<file path="src/rtl/reg_writeback_ctrl_pkg.sv">
// Shared CPU definitions for the register write-back path:
// state encoding and default widths / load timeout.
package reg_writeback_ctrl_pkg;

  typedef enum logic [1:0] {
    IDLE    = 2'd0,
    MEM_REQ = 2'd1,
    COMMIT  = 2'd2
  } wb_state_t;

  localparam int DATA_W_DEF  = 8;
  localparam int RADDR_W_DEF = 3;
  localparam int MADDR_W_DEF = 8;
  localparam int TIMEOUT_DEF = 15;

endpackage

</file>
<file path="src/rtl/reg_writeback_ctrl.sv">
// Register-file write-port master: commits ALU results directly,
// fetches load data over the memory handshake with a timeout.
module reg_writeback_ctrl
  import reg_writeback_ctrl_pkg::*;
#(
  parameter int DATA_W  = DATA_W_DEF,
  parameter int RADDR_W = RADDR_W_DEF,
  parameter int MADDR_W = MADDR_W_DEF,
  parameter int TIMEOUT = TIMEOUT_DEF
) (
  input  logic               CLK,
  input  logic               RESET,
  input  logic               REQ_VALID,
  input  logic               REQ_IS_LOAD,
  input  logic [RADDR_W-1:0] REQ_DEST,
  input  logic [DATA_W-1:0]  ALU_RESULT,
  output logic               BUSYWAIT,
  output logic               MEM_READ,
  output logic [MADDR_W-1:0] MEM_ADDRESS,
  input  logic [DATA_W-1:0]  MEM_READDATA,
  input  logic               MEM_BUSYWAIT,
  output logic [DATA_W-1:0]  RF_IN,
  output logic [RADDR_W-1:0] RF_INADDRESS,
  output logic               RF_WRITE,
  output logic               ERR
);

  localparam logic [7:0] TO_LAST = 8'(TIMEOUT - 1);

  wb_state_t  state;
  logic [7:0] cnt;
  logic       accept;

  assign accept = ((state == IDLE) || (state == COMMIT)) && REQ_VALID;

  // Stall the CPU while a load is outstanding or being accepted.
  assign BUSYWAIT = (state == MEM_REQ) || (accept && REQ_IS_LOAD);

  // Write-back FSM with registered memory and register-file ports.
  always_ff @(posedge CLK) begin
    if (RESET) begin
      state        <= IDLE;
      cnt          <= '0;
      MEM_READ     <= 1'b0;
      MEM_ADDRESS  <= '0;
      RF_IN        <= '0;
      RF_INADDRESS <= '0;
      RF_WRITE     <= 1'b0;
      ERR          <= 1'b0;
    end else begin
      RF_WRITE <= 1'b0;
      case (state)
        MEM_REQ: begin
          cnt <= cnt + 8'd1;
          if (!MEM_BUSYWAIT) begin
            RF_IN    <= MEM_READDATA;
            MEM_READ <= 1'b0;
            RF_WRITE <= 1'b1;
            state    <= COMMIT;
          end else if (cnt == TO_LAST) begin
            MEM_READ <= 1'b0;
            ERR      <= 1'b1;
            state    <= IDLE;
          end
        end
        default: begin
          if (accept) begin
            RF_INADDRESS <= REQ_DEST;
            if (REQ_IS_LOAD) begin
              MEM_ADDRESS <= ALU_RESULT[MADDR_W-1:0];
              MEM_READ    <= 1'b1;
              cnt         <= '0;
              state       <= MEM_REQ;
            end else begin
              RF_IN    <= ALU_RESULT;
              RF_WRITE <= 1'b1;
              state    <= COMMIT;
            end
          end else begin
            state <= IDLE;
          end
        end
      endcase
    end
  end

endmodule

</file>
<file path="config.mk">
export PLATFORM = sky130hd
export DESIGN_NAME = reg_writeback_ctrl
export DESIGN_NICKNAME = d
export VERILOG_FILES = /design/src/rtl/reg_writeback_ctrl_pkg.sv /design/src/rtl/reg_writeback_ctrl.sv
export SDC_FILE = /design/constraint.sdc
export NUM_CORES = 1
export LEC_CHECK = 0
export BUFFER_PORTS_ARGS = -buffer_cell sky130_fd_sc_hd__buf_2
export CAP_MARGIN = 25
export CORE_ASPECT_RATIO = 0.8
export CORE_UTILIZATION = 40
export DETAILED_ROUTE_END_ITERATION = 12
export PLACE_DENSITY = 0.7
export SLEW_MARGIN = 40
export SYNTH_ARGS = -nofsm -noshare
export SYNTH_HDL_FRONTEND = slang
export SYNTH_SLANG_ARGS = --single-unit
</file>
<file path="constraint.sdc">
create_clock -name CLK -period 3.4 [get_ports CLK]
set_clock_uncertainty 0.15 [all_clocks]
set_input_delay 0.34 -clock CLK [delete_from_list [all_inputs] [get_ports CLK]]
set_output_delay 0.34 -clock CLK [all_outputs]
set_load 0.02 [all_outputs]
</file>
==> flow_summary.toml <==
[run_status]
status = "finished, final reports clean"

[clock_network]
cts_root_buf = "clkbuf_8"
clk_pin_slew_ns = 0.06
cts_buffers = 5
cts_sinks = 32
cts_hold_buf = 0
post-cts-setup-buffer-count = 0
htreeDepth = 2
cts_resized = 0
cts_tree = "done"
cts_buffer_depth = 2
clock_latency_ns = 0.28

[drt]
avgViaCountPerCell = 5.328
firstDrtPassIters = 4
routed_wl_mm = 3.329
ant_nets = 0
wl_per_cell_um = 13.64
drt_iter0_drc = 64
drc_errors = 0
routed-via-count = 1300

[layout]
mostFrequentLayoutCell = "buf_2"
drive_above_1_share = 0.2892
area_growth_pct = 20.77
most-common-layout-cells = "buf_2 (46), nand2_1 (36), dfxtp_1 (32)"
instances_no_fill = 244
diodes = 0
finalNetCount = 230

[pwr]
p_sw_w = 0.0002142
p_sw_frac = 0.2712
clock_power_share = 0.341
p_per_area_nw_per_um2 = 465.9
pwr-share-comb = 0.147
peakVddDrop_mv = 0.2920
seqPwrFrac = 0.512
internal_power_w = 0.0005757
power_leakage_nw = 0.7382

[sta]
fmax_mhz = 474.9
setup_viol = 0
worst_pin_slew_ns = 0.6381
rsz0062_at_grt = "false"
slew_headroom = 0.5727
layout_min_cycle_time_ns = 2.106
setup_tns_ns = 0
final-max-slew-violation-count = 0
fin_crit_sh = 0.6193
hold_viol = 0

[die]
dieHeight_um = 54.99
initial_core_util = 0.4359
dieArea_um2 = 3752
core_um2 = 3221
die_x_um = 68.24
io_pins = 47
rows = 18

[setup_path]
crit_path_start_kind = "flop"
cp_slowest_stage_delay_ns = 0.47
crit_required_ns = 2.91
crit_fanout = 12
critPathLaunch = "state[0]"
crit_path_end_kind = "output port"
crit_type = "flop to output port"
rr_startpoint = "state[0]"
slowest_stage = "nand3b_1"
arrival_ns = 1.62
cp_cell_sequence = "nand3b_1 > nand2_1 > buf_2"

[logic_synthesis]
synthesis.instances = 162
synth_edf_count = 0
synth.avg_cell_area_um2 = 8.666
ys_seq_area_frac = 0.4563
synth_ff_type = "dfxtp_1"
syn-cell-area_um2 = 1404
yosys_warnings = 0
syn_nets = 188
synth-async-reset-ratio = 0
yosysUniqueCellTypes = 35
synth_seq_cells = 32

[grt]
antenna_found_initial = 0
grt_pass1_wl_mm = 5.085
grt-ovfl-total = 0
grt_pass1_vias = 1147
grt_max_degree = 35
grt_usage = 0.1890

[hold_path]
worstHoldPathType = "input port to flop"
hp-start = "REQ_DEST[2]"

[placement]
gp_congestion = 0.9069
dp.cells = 237
hpwl_mm = 2.346
io_buffer_count = 46

[job]
maxCapViolCount = 0
[cell type report]
class / instances / area, µm²
Clock inverter: 1 / 5.005
Sequential cell: 32 / 640.6
Tap cell: 40 / 50.05
Clock buffer: 6 / 72.57
Multi-Input combinational cell: 115 / 681.9
Inverter: 4 / 15.01
Fill cell: 311 / 1525
Timing Repair Buffer: 46 / 230.2
[flip-flops by register name, summed over array words and instances, names as in the netlist]
signal	flops
cnt	8
MEM_ADDRESS	8
MEM_READ	1
RF_WRITE	1
ERR	1
RF_INADDRESS	3
RF_IN	8
state	2
[metrics by stage]
| step | setup slack [ns] | instance area [µm²] | util | hold WS (ns) | power (W) |
|---|---|---|---|---|---|
| 5_1_grt | 1.198 | 1695 | 0.5264 | 0.1534 | 0.0008296 |
| 6_report | 1.294 | 1695 | 0.5264 | 0.1444 | 0.0007899 |
| 4_1_cts | 1.276 | 1695 | 0.5264 | 0.1428 | 0.0007974 |
| 2_1_floorplan | 1.875 | 1404 | - | 0.3169 | 0.0004884 |
| 3_3_place_gp | 1.390 | 1615 | 0.5016 | 0.2856 | 0.0005283 |
| 3_5_place_dp | 1.576 | 1618 | 0.5023 | 0.2885 | 0.0005297 |
[metal layers]
layer,part of all wire,global-route usage,up-vias,routed length (µm)
met3,0.055,0.05533,7,184
li1,-,-,653,-
met2,0.43,0.2958,44,1432
met5,0,0,-,0
met4,0.014,0.08333,0,45
met1,0.50,0.2416,596,1666
[final timing paths]
kind / slack, ns / endpoint / cells past startpoint
hold reg to reg: 0.29 / ERR / 2
hold / removal: 0.14 / RF_INADDRESS[2] / 3
setup / recovery: 1.29 / BUSYWAIT / 3
setup reg to reg: 1.55 / RF_IN[3] / 3
[synthesized netlist by cell type, types with 2 or more instances]
| library cell | instances | area share |
|---|---|---|
| nand2b_1 | 2 | 0.0089 |
| a311oi_1 | 10 | 0.062 |
| mux2i_1 | 3 | 0.021 |
| nor3b_1 | 2 | 0.011 |
| nor3b_2 | 2 | 0.018 |
| clkbuf_1 | 5 | 0.013 |
| clkbuf_8 | 2 | 0.020 |
| nor2b_1 | 4 | 0.018 |
| ha_1 | 2 | 0.018 |
| nand4_1 | 2 | 0.0089 |
| buf_2 | 3 | 0.011 |
| o21ai_0 | 2 | 0.0071 |
| mux2_2 | 2 | 0.016 |
| nor2_1 | 6 | 0.016 |
| inv_1 | 4 | 0.011 |
| nand2_1 | 36 | 0.096 |
| a211oi_1 | 2 | 0.011 |
| nor3_1 | 8 | 0.029 |
| nand3_1 | 4 | 0.014 |
| a21oi_1 | 15 | 0.053 |
| dfxtp_1 | 32 | 0.46 |
[kinds of logic after synthesis]
group,Yosys count,share of synthesized area
DFF,32,0.4563
adders and majority gates,2,0.01782
AOI/OAI and AO/OA,33,0.1569
buffers and inverters,15,0.05971
muxes,5,0.03743
and+or+nand+nor,75,0.2718
[power groups by stage]
stage / Sequential [W] / Combinational, W / Clock (W)
floorplan: 0.000432 / 0.0000563 / 0
global placement: 0.000412 / 0.000116 / 0
detailed placement: 0.000413 / 0.000117 / 0
CTS: 0.000404 / 0.000117 / 0.000276
global route: 0.000407 / 0.000128 / 0.000295
finish: 0.000404 / 0.000116 / 0.000269
[worst max-delay path: cells and delay by family (launching register included)]
| kind | cells | cell delay [ns] |
|---|---|---|
| buffers and inverters | 1 | 0.20 |
| DFF | 1 | 0.37 |
| and+or+nand+nor | 2 | 0.76 |
Note: power is estimated with default switching activity, not from simulation.
